### config.mk
export PLATFORM = sky130hd
export DESIGN_NAME = conv_engine_flat
export DESIGN_NICKNAME = d
export VERILOG_FILES = /design/src/rtl/conv_pkg.sv /design/src/rtl/conv_engine_if.sv /design/src/rtl/conv_win_addr.sv /design/src/rtl/conv_engine.sv /design/src/flat_wrapper.sv
export SDC_FILE = /design/constraint.sdc
export NUM_CORES = 1
export LEC_CHECK = 0
export ABC_AREA = 1
export CELL_PAD_IN_SITES_DETAIL_PLACEMENT = 1
export CELL_PAD_IN_SITES_GLOBAL_PLACEMENT = 2
export CORE_ASPECT_RATIO = 1.1
export CORE_UTILIZATION = 37
export DETAILED_ROUTE_END_ITERATION = 10
export PLACE_DENSITY = 0.84
export SLEW_MARGIN = 20
export SYNTH_ARGS = -nofsm -noshare
export SYNTH_HDL_FRONTEND = slang
export SYNTH_SLANG_ARGS = --single-unit
### constraint.sdc
create_clock -name clk -period 7.3 [get_ports clk]
set_input_delay 1.46 -clock clk [delete_from_list [all_inputs] [get_ports clk]]
set_output_delay 1.46 -clock clk [all_outputs]
set_load 0.01 [all_outputs]
### src/rtl/conv_pkg.sv
// rtl/conv_pkg.sv - shared FSM encodings, border constants and helpers for the convolution engine
package conv_pkg;

    typedef enum logic [2:0] {
        IDLE  = 3'd0,
        LOAD  = 3'd1,
        TAP   = 3'd2,
        LAST  = 3'd3,
        NORM  = 3'd4,
        WRITE = 3'd5,
        FIN   = 3'd6
    } state_t;

    localparam logic BORDER_ZERO = 1'b0;
    localparam logic BORDER_REPL = 1'b1;

    // Ceiling log2 for sizing address and counter fields.
    function automatic int clog2(input int v);
        int r;
        r = 0;
        while ((1 << r) < v) r = r + 1;
        return r;
    endfunction

endpackage

### src/rtl/conv_engine_if.sv
// rtl/conv_engine_if.sv - memory-side bus of the convolution engine (kernel ROM, source RAM, output RAM)
interface conv_engine_if #(
    parameter int PIX_W  = 3,
    parameter int COEF_W = 5,
    parameter int X_W    = 8,
    parameter int Y_W    = 7,
    parameter int KA_W   = 7
);
    logic [KA_W-1:0]   ker_addr;
    logic [COEF_W-1:0] ker_din;
    logic [X_W-1:0]    rd_x;
    logic [Y_W-1:0]    rd_y;
    logic [PIX_W-1:0]  pix_din;
    logic              out_we;
    logic [X_W-1:0]    out_x;
    logic [Y_W-1:0]    out_y;
    logic [PIX_W-1:0]  out_pix;

    modport master (
        output ker_addr, input ker_din,
        output rd_x, output rd_y, input pix_din,
        output out_we, output out_x, output out_y, output out_pix
    );

    modport slave (
        input ker_addr, output ker_din,
        input rd_x, input rd_y, output pix_din,
        input out_we, input out_x, input out_y, input out_pix
    );
endinterface

### src/rtl/conv_win_addr.sv
// rtl/conv_win_addr.sv - window tap offset plus centre to edge-clamped read address and out-of-range flag
module conv_win_addr #(
    parameter int KSIZE = 3,
    parameter int IMG_W = 160,
    parameter int IMG_H = 120,
    parameter int X_W   = 8,
    parameter int Y_W   = 7,
    parameter int K_W   = 2
) (
    input  logic [X_W-1:0] cx,
    input  logic [Y_W-1:0] cy,
    input  logic [K_W-1:0] tx,
    input  logic [K_W-1:0] ty,
    output logic [X_W-1:0] rd_x,
    output logic [Y_W-1:0] rd_y,
    output logic           oor
);
    localparam int R = KSIZE / 2;

    logic signed [X_W+1:0] sx;
    logic signed [Y_W+1:0] sy;
    logic x_lo, x_hi, y_lo, y_hi;

    // Two spare bits keep centre+offset-R signed and unwrapped so both edges are detectable.
    always_comb begin
        sx   = $signed({2'b00, cx}) + $signed((X_W+2)'(tx)) - (X_W+2)'(R);
        sy   = $signed({2'b00, cy}) + $signed((Y_W+2)'(ty)) - (Y_W+2)'(R);
        x_lo = sx < 0;
        x_hi = sx > (X_W+2)'(IMG_W - 1);
        y_lo = sy < 0;
        y_hi = sy > (Y_W+2)'(IMG_H - 1);
        rd_x = x_lo ? '0 : (x_hi ? X_W'(IMG_W - 1) : sx[X_W-1:0]);
        rd_y = y_lo ? '0 : (y_hi ? Y_W'(IMG_H - 1) : sy[Y_W-1:0]);
        oor  = x_lo | x_hi | y_lo | y_hi;
    end
endmodule

### src/rtl/conv_engine.sv
// rtl/conv_engine.sv - frame-sweeping KSIZE x KSIZE convolution with shift normalisation and clamp
module conv_engine
    import conv_pkg::*;
#(
    parameter int PIX_W  = 3,
    parameter int COEF_W = 5,
    parameter int KSIZE  = 3,
    parameter int NKER   = 8,
    parameter int IMG_W  = 160,
    parameter int IMG_H  = 120,
    parameter int X_W    = 8,
    parameter int Y_W    = 7
) (
    input  logic                    clk,
    input  logic                    rst,
    input  logic                    start,
    input  logic                    abort,
    input  logic [clog2(NKER)-1:0]  ker_sel,
    input  logic [3:0]              shift,
    input  logic                    border,
    output logic                    busy,
    output logic                    done,
    conv_engine_if.master           mem
);
    localparam int NTAP    = KSIZE * KSIZE;
    localparam int KA_W    = clog2(NKER * NTAP);
    localparam int KS_W    = clog2(NKER);
    localparam int PROD_W  = PIX_W + COEF_W + 1;
    localparam int ACC_W   = PIX_W + COEF_W + 1 + clog2(NTAP);
    localparam int CNT_W   = clog2(NTAP + 1);
    localparam int K_W     = clog2(KSIZE);
    localparam int PIX_MAX = (1 << PIX_W) - 1;

    state_t state, nstate;

    logic [KS_W-1:0]          ksel_q;
    logic [3:0]               shift_q;
    logic                     border_q;
    logic [CNT_W-1:0]         cnt;
    logic [CNT_W-1:0]         tap_q;
    logic [K_W-1:0]           tx, ty;
    logic [X_W-1:0]           cx, out_x_q;
    logic [Y_W-1:0]           cy, out_y_q;
    logic [PIX_W-1:0]         out_pix_q;
    logic signed [COEF_W-1:0] coef [NTAP];
    logic signed [ACC_W-1:0]  acc;
    logic                     oor, oor_q;
    logic [X_W-1:0]           win_x;
    logic [Y_W-1:0]           win_y;
    logic                     last_pix;

    logic [PIX_W-1:0]         op;
    logic signed [COEF_W-1:0] coef_sel;
    logic signed [PROD_W-1:0] prod;
    logic signed [ACC_W-1:0]  norm_v;
    logic [PIX_W-1:0]         norm_pix;

    conv_win_addr #(
        .KSIZE(KSIZE), .IMG_W(IMG_W), .IMG_H(IMG_H),
        .X_W(X_W), .Y_W(Y_W), .K_W(K_W)
    ) u_win (
        .cx(cx), .cy(cy), .tx(tx), .ty(ty),
        .rd_x(win_x), .rd_y(win_y), .oor(oor)
    );

    assign last_pix      = (cx == X_W'(IMG_W - 1)) && (cy == Y_W'(IMG_H - 1));
    assign mem.ker_addr  = KA_W'(ksel_q) * KA_W'(NTAP) + KA_W'(cnt);
    assign mem.rd_x      = win_x;
    assign mem.rd_y      = win_y;
    assign mem.out_x     = out_x_q;
    assign mem.out_y     = out_y_q;
    assign mem.out_pix   = out_pix_q;

    // State register; abort overrides everything, including a same-cycle start.
    always_ff @(posedge clk) begin
        if (rst || abort) state <= IDLE;
        else              state <= nstate;
    end

    // Next-state logic.
    always_comb begin
        nstate = state;
        case (state)
            IDLE:    if (start) nstate = LOAD;
            LOAD:    if (cnt == CNT_W'(NTAP)) nstate = TAP;
            TAP:     if (cnt == CNT_W'(NTAP - 1)) nstate = LAST;
            LAST:    nstate = NORM;
            NORM:    nstate = WRITE;
            WRITE:   nstate = last_pix ? FIN : TAP;
            FIN:     nstate = IDLE;
            default: nstate = IDLE;
        endcase
    end

    // Control outputs decoded from the state; busy is already low in FIN.
    always_comb begin
        busy       = 1'b0;
        done       = 1'b0;
        mem.out_we = 1'b0;
        case (state)
            LOAD, TAP, LAST, NORM: busy = 1'b1;
            WRITE: begin
                busy       = 1'b1;
                mem.out_we = 1'b1;
            end
            FIN:     done = 1'b1;
            default: ;
        endcase
    end

    // MAC operand for the tap addressed last cycle; zero padding kills out-of-frame taps.
    always_comb begin
        op       = (border_q == BORDER_ZERO && oor_q) ? '0 : mem.pix_din;
        coef_sel = (tap_q < CNT_W'(NTAP)) ? coef[tap_q] : '0;
        prod     = PROD_W'($signed({1'b0, op})) * PROD_W'(coef_sel);
    end

    // Arithmetic shift then clamp into pixel range.
    always_comb begin
        norm_v = acc >>> shift_q;
        if (norm_v < 0)                       norm_pix = '0;
        else if (norm_v > ACC_W'(PIX_MAX))    norm_pix = PIX_W'(PIX_MAX);
        else                                  norm_pix = norm_v[PIX_W-1:0];
    end

    // Datapath: run parameters, coefficient load, window walk, accumulate, output registers.
    always_ff @(posedge clk) begin
        if (rst) begin
            ksel_q    <= '0;
            shift_q   <= '0;
            border_q  <= BORDER_ZERO;
            cnt       <= '0;
            tap_q     <= '0;
            tx        <= '0;
            ty        <= '0;
            cx        <= '0;
            cy        <= '0;
            acc       <= '0;
            oor_q     <= 1'b0;
            out_x_q   <= '0;
            out_y_q   <= '0;
            out_pix_q <= '0;
            for (int i = 0; i < NTAP; i++) coef[i] <= '0;
        end else begin
            tap_q <= cnt;
            oor_q <= oor;
            case (state)
                IDLE: begin
                    if (start && !abort) begin
                        ksel_q   <= ker_sel;
                        shift_q  <= shift;
                        border_q <= border;
                        cnt      <= '0;
                        tx       <= '0;
                        ty       <= '0;
                        cx       <= '0;
                        cy       <= '0;
                    end
                end
                LOAD: begin
                    if (cnt != '0) coef[cnt - CNT_W'(1)] <= mem.ker_din;
                    cnt <= (cnt == CNT_W'(NTAP)) ? '0 : cnt + CNT_W'(1);
                end
                TAP: begin
                    if (cnt == '0) acc <= '0;
                    else           acc <= acc + ACC_W'(prod);
                    cnt <= (cnt == CNT_W'(NTAP - 1)) ? '0 : cnt + CNT_W'(1);
                    if (tx == K_W'(KSIZE - 1)) begin
                        tx <= '0;
                        ty <= (ty == K_W'(KSIZE - 1)) ? '0 : ty + K_W'(1);
                    end else begin
                        tx <= tx + K_W'(1);
                    end
                end
                LAST: acc <= acc + ACC_W'(prod);
                NORM: begin
                    out_pix_q <= norm_pix;
                    out_x_q   <= cx;
                    out_y_q   <= cy;
                end
                WRITE: begin
                    if (cx == X_W'(IMG_W - 1)) begin
                        cx <= '0;
                        cy <= (cy == Y_W'(IMG_H - 1)) ? '0 : cy + Y_W'(1);
                    end else begin
                        cx <= cx + X_W'(1);
                    end
                end
                default: ;
            endcase
        end
    end
endmodule

### src/flat_wrapper.sv
// flat-port wrapper written by rule: the top's interface ports become plain ports
module conv_engine_flat import conv_pkg::*;
#(
    parameter int PIX_W  = 3,
    parameter int COEF_W = 5,
    parameter int KSIZE  = 3,
    parameter int NKER   = 8,
    parameter int IMG_W  = 160,
    parameter int IMG_H  = 120,
    parameter int X_W    = 8,
    parameter int Y_W    = 7
)
  (clk, rst, start, abort, ker_sel, shift, border, busy, done, mem_ker_addr, mem_ker_din, mem_rd_x, mem_rd_y, mem_pix_din, mem_out_we, mem_out_x, mem_out_y, mem_out_pix);
  conv_engine_if #(.PIX_W(PIX_W), .COEF_W(COEF_W), .X_W(X_W), .Y_W(Y_W), .KA_W((conv_pkg::clog2(8 * 9)))) mem_i ();
  input  logic clk;
  input  logic rst;
  input  logic start;
  input  logic abort;
  input  logic [clog2(NKER)-1:0] ker_sel;
  input  logic [3:0] shift;
  input  logic border;
  output logic busy;
  output logic done;
  output wire logic [$bits(mem_i.ker_addr)-1:0] mem_ker_addr;
  input wire logic [$bits(mem_i.ker_din)-1:0] mem_ker_din;
  output wire logic [$bits(mem_i.rd_x)-1:0] mem_rd_x;
  output wire logic [$bits(mem_i.rd_y)-1:0] mem_rd_y;
  input wire logic [$bits(mem_i.pix_din)-1:0] mem_pix_din;
  output wire logic [$bits(mem_i.out_we)-1:0] mem_out_we;
  output wire logic [$bits(mem_i.out_x)-1:0] mem_out_x;
  output wire logic [$bits(mem_i.out_y)-1:0] mem_out_y;
  output wire logic [$bits(mem_i.out_pix)-1:0] mem_out_pix;
  assign mem_ker_addr = mem_i.ker_addr;
  assign mem_i.ker_din = mem_ker_din;
  assign mem_rd_x = mem_i.rd_x;
  assign mem_rd_y = mem_i.rd_y;
  assign mem_i.pix_din = mem_pix_din;
  assign mem_out_we = mem_i.out_we;
  assign mem_out_x = mem_i.out_x;
  assign mem_out_y = mem_i.out_y;
  assign mem_out_pix = mem_i.out_pix;
  conv_engine #(.PIX_W(PIX_W), .COEF_W(COEF_W), .KSIZE(KSIZE), .NKER(NKER), .IMG_W(IMG_W), .IMG_H(IMG_H), .X_W(X_W), .Y_W(Y_W)) u_core (.clk(clk), .rst(rst), .start(start), .abort(abort), .ker_sel(ker_sel), .shift(shift), .border(border), .busy(busy), .done(done), .mem(mem_i));
endmodule
==> Yosys cells after proc, flatten, opt, wreduce, memory -nomap -nowiden <==
Memories as Yosys holds them, arrays and structs flattened. A register that Yosys moved wholly into a read port is not among the register bits.
Cells that the tools add are included.
W data, S select, Z words.
{ "totals": {"mem_count": 1, "ramBits": 45, "out_inout_bits": 43, "input_bits": 20, "elab_cells": 126, "ff_bits": 70} }
{ "mem_list": {"columns": ["name", "words", "word_bits", "rd", "rd_ports_with_merged_regs", "wr", "line_no", "source"], "rows": [
  ["u_core.coef", 9, 5, 1, 1, 9, "conv_engine.sv:45", "logic signed [COEF_W-1:0] coef [NTAP];"]
]} }
{ "classes": {"bitwise_logic": 4, "muxes": 45, "n_reduce_logical": 21, "n_eq_ne": 18, "n_shift": 1, "order_cmp": 7, "n_addsub": 12, "n_mul": 2} }
{ "ops": {"columns": ["cell", "n"], "rows": [
  ["$mux W7", 5],
  ["$mux W8", 4],
  ["$pmux W13 S2", 1],
  ["$mux W3", 7],
  ["$mux W4", 5],
  ["$pmux W3 S6", 1],
  ["$pmux W8 S2", 1],
  ["$pmux W7 S2", 1],
  ["$add A13 B9 Y13", 1],
  ["$gt A13 B4 Y1 const B", 1],
  ["$lt A13 B1 Y1 const B", 1],
  ["$mux W13", 1],
  ["$sshr A13 B4 Y13", 1],
  ["$pmux W4 S3", 1],
  ["$gt A10 B9 Y1 const B", 1],
  ["$lt A10 B1 Y1 const B", 1],
  ["$mux W1", 10],
  ["$mux W5", 2],
  ["$ne A2 B1 Y1 const B", 5],
  ["$reduce_or A5 Y1", 2],
  ["$sub A9 B1 Y10 const B", 1],
  ["$add A8 B2 Y9", 1],
  ["$eq A3 B3 Y1 const B", 3],
  ["$gt A9 B8 Y1 const B", 1],
  ["33 further kinds", 52]
]} }

==> Depth between registers and ports, before layout <==
{ "logic_depth": {"depth_word": 7, "depth_mapped": 24, "depth_no_buf": 23} }

==> Hierarchy <==
A second synthesis with hierarchy kept.
{ "hier_totals": {"hier_cells": 1036, "hier_area_um2": 7708.6} }
{ "modules_own_cells": {"columns": ["mod", "seq_area_each_um2", "cells_per_inst", "n_inst", "area_per_inst_um2"], "rows": [
  ["conv_engine", 2752.6, 847, 1, 6652.6],
  ["conv_win_addr", 0.0, 189, 1, 1056.0]
]} }

==> Worst setup path after synthesis <==
OpenSTA, ideal clock, no wires.
{ "synth_path": {"path_kind": "input to register", "from": "input mem_pix_din[1]", "to": "register u_core.acc[7]", "n_path_buf": 0, "setup_slack_ns": 3.040, "stages": 15, "arrival_ns": 4.128, "setup_time_ns": 0.132, "required_ns": 7.168, "cell_sequence": "nand2_1 > nor2_1 > ha_1 > fa_1 > inv_1 > fa_1 > inv_1 > ha_1 > nand2_1 > inv_1 > o21ai_0 > nand3_1 > or2_2 > nand3_1 > a21oi_1"} }
{ "synth_between": {"elab_chain_cells": 5} }
{ "synth_lines": {"columns": ["element", "line_no", "source"], "rows": [
  ["start, declared", "flat_wrapper.sv:28", "input wire logic [$bits(mem_i.pix_din)-1:0] mem_pix_din;"],
  ["$mux W3 (*)", "conv_engine.sv:113", "op = (border_q == BORDER_ZERO && oor_q) ? '0 : mem.pix_din;"],
  ["$mul A4 B5 Y9 (*)", "conv_engine.sv:115", "prod = PROD_W'($signed({1'b0, op})) * PROD_W'(coef_sel);"],
  ["$add A13 B9 Y13 (*)", "conv_engine.sv:166, conv_engine.sv:175", null],
  ["$mux W13", "conv_engine.sv:165", "if (cnt == '0) acc <= '0;"],
  ["$pmux W13 S2 (*)", "conv_engine.sv:147", "case (state)"],
  ["end signal, assigned", "conv_engine.sv:166", "else acc <= acc + ACC_W'(prod);"],
  ["end signal, assigned", "conv_engine.sv:175", "LAST: acc <= acc + ACC_W'(prod);"],
  ["end, declared", "conv_engine.sv:46", "logic signed [ACC_W-1:0] acc;"]
]} }
Every way passes the cells marked *; elsewhere a longest branch is shown, timed or not.
A chain may end at the register's enable or synchronous reset.

==> Final worst setup path <==
{ "layout_path": {"from": "register u_core.cx[1]", "to": "output mem_rd_x[6]"} }
{ "layout_between": {"elab_chain_cells": 5, "word_cells_on_any_way": 6, "cone_classes": "add/sub (2); order compare (2); mux (2)"} }
{ "layout_lines": {"columns": ["element", "line_no", "source"], "rows": [
  ["start, declared", "conv_engine.sv:42", "logic [X_W-1:0] cx, out_x_q;"],
  ["start signal, assigned", "conv_engine.sv:186", "cx <= cx + X_W'(1);"],
  ["$add A8 B2 Y9 (*)", "conv_win_addr.sv:26", "sx = $signed({2'b00, cx}) + $signed((X_W+2)'(tx)) - (X_W+2)'(R);"],
  ["$sub A9 B1 Y10 (*)", "conv_win_addr.sv:26", null],
  ["$gt A10 B9 Y1", "conv_win_addr.sv:29", "x_hi = sx > (X_W+2)'(IMG_W - 1);"],
  ["$mux W8", "conv_win_addr.sv:32", "rd_x = x_lo ? '0 : (x_hi ? X_W'(IMG_W - 1) : sx[X_W-1:0]);"],
  ["$mux W8 (*)", "conv_win_addr.sv:32", null],
  ["end, declared", "flat_wrapper.sv:26", "output wire logic [$bits(mem_i.rd_x)-1:0] mem_rd_x;"]
]} }
Marks and branches as above.

==> run metrics <==
portion of netlist area occupied by mux cells=0%; kind of cell adding the most delay to the critical path=adder cells; post-synthesis average cell area=7.84 um2; crit path launch=u_core.cx[1]; Fin Setup TNS=0 ns; slew at the pin closest to its max-slew limit=0.799 ns; remaining design rule violation count=2; number of nets with antenna violations after routing=0; number of buffers created by CTS=17; worst hold slack after final layout=0.469 ns; first-pass GRT wire length=33,700 um; routed vias=6,624; standard cell core area=20,000 um2; number of distinct library cell variants in the gate-level netlist after synthesis=49; dominant combinational cell family by area after synthesis=simple AND/OR/NAND/NOR gates; First DRT Iteration DRCs=245; Data required, critical path=5.84 ns; routability congestion estimate=0.807; count of flip-flops with a built-in enable after synthesis=45; Post-layout nets=1,137; sequential area share after synthesis=36.1%; number of register bits inferred by synthesis=115; CTS tree=done; area of the die=21,200 um2; layout filler cell count=2,414; count of standard-cell rows=54; CP bufs+invs=4; critical path's slowest cell=sky130_fd_sc_hd__clkdlybuf4s50_1; power per cell area=202 nW/um2; most used flip-flop cell after synthesis=sky130_fd_sc_hd__dfxtp_1; most numerous cell types in the synthesized netlist=180 x sky130_fd_sc_hd__nand2_1, 121 x sky130_fd_sc_hd__inv_1, 119 x sky130_fd_sc_hd__nor2_1, 75 x sky130_fd_sc_hd__a21oi_1, 70 x sky130_fd_sc_hd__dfxtp_1; part of the cycle the worst path needs=69.5%; Synth Cell Area=7610 um2; Hold Path Class=flip-flop to flip-flop; vias in the first global route=6,814; # H-tree levels=4; outcome=finished with violations; fin worst setup slack=2.23 ns; Clk Latency, worst-skew pair=0.42 ns; Max rail drop VDD=0.000169 V; total routed wirelength=20,400 um; Post-CTS Setup Bufs=0; post-synthesis share of cell area spent on full adders, half adders and majority gates=15.6%; post-synthesis to final-layout area growth=19.3%; data arrival at the endpoint of the critical path=3.61 ns; yosys warns=0; maximum number of pins on one net before global-route repair=42; Reg2Reg Launch Point=u_core.tap_q[0]; synthesized instance count=971; normalized max-slew margin=46.6%; Global Route Usage Sum=20.0%; number of resized instances in the post-cts repair step=0; initial antenna violation count=0; Synth async-reset ratio=0%; average routed wire per standard cell=15.7 um; most repeated cell in the gate-level netlist after synthesis=sky130_fd_sc_hd__nand2_1; violations in the final reports=DRC; ports placed on the boundary=63; per-cell via count in the routed design=5.10; number of max-cap violations=0; reg-to-reg slack, setup=2.36 ns; Chip Width=139 um; CP Launch Type=flip-flop; final number of setup-violating endpoints=0; layout cell share with drive strength beyond 1=6.50%; initial standard-cell utilization of the core=38.1%; cell types with the largest area share after synthesis=sky130_fd_sc_hd__dfxtp_1 18%, sky130_fd_sc_hd__edfxtp_1 18%, sky130_fd_sc_hd__ha_1 11%, sky130_fd_sc_hd__nand2_1 8.9%, sky130_fd_sc_hd__inv_1 6.0%; clock buffer depth=2; total clock sinks=115; total power=1.84 mW; Worst Setup End Kind=primary output; list of cells traversed by the critical path=inv_1 > ha_1 > inv_1 > ha_1 > fa_1 > nand3_1 > nand3_1 > xnor2_1 > nand3_1 > nand2_1 > nand2_1 > nor2_1 > nand2_1 > inv_1 > clkdlybuf4s50_1; clk slew on worst S/H paths=0.06 ns; DPL Wire Length=15,800 um; unrepaired setup endpoints after global routing=false; worst setup path endpoint=mem_rd_x[6]; maximum operating frequency=197 MHz; Synth Area in Simple Gates=22.7%; Clock Skews=0.0122 ns; root buffer selected by CTS=sky130_fd_sc_hd__clkbuf_16; Post-Syn Nets=1,075; count of endpoints failing hold in the final timing report=0; leakage power=4.04 nW; category of the most critical setup path=flip-flop to primary output; vertical die dimension=152 um; number of buffers inserted for hold repair after clock tree synthesis=0; post-route minimum period=5.07 ns; total iterations of the first detailed-routing run=7; compound-gate portion of the synthesized area=15.0%; destination of the worst register-to-register timing path=u_core.acc[6]; number of I/O port buffers=62; cell type with the highest aggregate area in the netlist=sky130_fd_sc_hd__dfxtp_1; Post-Place Setup Slack=2.26 ns; cell count of the worst reg-to-reg path=19; xor and xnor fraction of the mapped netlist area=2.73%; Finished Core Util=45.4%; Max FO, Critical Path=6; ant diodes=0; remaining global-route overflow=0; cell depth of the worst setup path=15; final count of pins violating max slew=0; area share of the leading cell type in the synthesized netlist=18.4%; highest cell delay on the worst timing path=0.53 ns
==> per-stage QoR <==
step | area (um2) | instances
final | 9090 | 1298
after global placement | 8480 | 1266
after CTS | 9090 | 1298
after floorplan | 7610 | 971
after detailed placement | 8480 | 1266
after global routing | 9090 | 1298
==> flip-flops by register name, indices dropped and copies added (netlist names), 7 cells and up <==
| signal | cells |
|---|---|
| u_core.acc | 13 |
| u_core.coef | 45 |
| u_core.cx | 8 |
| u_core.cy | 7 |
| u_core.mem.out_x | 8 |
| u_core.mem.out_y | 7 |
==> worst min path at each step <==
stage                                     start               endpoint  slack, ns  cells after the start
after floorplan                 u_core.border_q        u_core.border_q       0.43                      2
after global placement          u_core.border_q        u_core.border_q       0.45                      2
after detailed placement        u_core.border_q        u_core.border_q       0.45                      2
after CTS                 u_core.mem.out_pix[0]  u_core.mem.out_pix[0]       0.48                      2
after global routing      u_core.mem.out_pix[1]  u_core.mem.out_pix[1]       0.50                      2
final                     u_core.mem.out_pix[0]  u_core.mem.out_pix[0]       0.47                      2
==> tightest hold or removal path: stages (launching register included) <==
cell                      delay (ns)
sky130_fd_sc_hd__dfxtp_1        0.31
sky130_fd_sc_hd__nand2_1        0.06
sky130_fd_sc_hd__a21oi_1        0.05
==> where the power goes <==
part / leakage [nW] / switching [mW] / internal, mW
Sequential: 1.03 / 0.0142 / 0.682
Clock: 0.298 / 0.351 / 0.520
Combinational: 2.71 / 0.165 / 0.107
==> area by class of cell <==
type	count	area (um2)	share of cell area (%)
clock buffers	17	425	4.68
clock inverters	15	183	2.01
inverters	135	509	5.60
multi-input cells	699	4260	46.9
flip-flops and latches	115	2750	30.3
well taps	252	315	3.47
repair buffers	65	643	7.08
==> logic make-up (layout without fill, tap and decap cells) <==
| group | count (synthesis) | in the layout |
|---|---|---|
| AOI/OAI and AO/OA | 196 | 196 |
| xor gates and xnor gates | 22 | 22 |
| adders and majority gates | 84 | 84 |
| buffers and inverters | 157 | 232 |
| DFF | 115 | 115 |
| and+or+nand+nor | 397 | 397 |
==> cell usage in the layout, fill, tap and decap left out, types with 5 or more instances in the layout <==
master | synthesis | routed
sky130_fd_sc_hd__a21oi_1 | 75 | 75
sky130_fd_sc_hd__clkbuf_16 | 0 | 17
sky130_fd_sc_hd__clkdlybuf4s50_1 | 0 | 62
sky130_fd_sc_hd__clkinv_1 | 7 | 7
sky130_fd_sc_hd__dfxtp_1 | 70 | 70
sky130_fd_sc_hd__edfxtp_1 | 45 | 45
sky130_fd_sc_hd__fa_1 | 18 | 18
sky130_fd_sc_hd__ha_1 | 66 | 66
sky130_fd_sc_hd__inv_1 | 121 | 121
sky130_fd_sc_hd__inv_2 | 6 | 6
sky130_fd_sc_hd__inv_6 | 0 | 7
sky130_fd_sc_hd__nand2_1 | 180 | 180
sky130_fd_sc_hd__nand2_2 | 7 | 7
sky130_fd_sc_hd__nand3_1 | 56 | 56
sky130_fd_sc_hd__nand4_1 | 10 | 10
sky130_fd_sc_hd__nor2_1 | 119 | 119
sky130_fd_sc_hd__nor3_1 | 9 | 9
sky130_fd_sc_hd__o211ai_1 | 9 | 9
sky130_fd_sc_hd__o21ai_0 | 67 | 67
sky130_fd_sc_hd__o221ai_1 | 6 | 6
sky130_fd_sc_hd__o22ai_1 | 5 | 5
sky130_fd_sc_hd__xor2_1 | 16 | 16
==> routing by layer <==
metal | vias to the layer above | track usage, % | wire length, um
met1 | 3175 | 24.0 | 9230
met2 | 75 | 36.0 | 10300
met5 | - | 0 | 0
met4 | 0 | 5.03 | 225
li1 | 3356 | - | -
met3 | 18 | 4.31 | 637
Note: power is estimated with default switching activity, not from simulation.
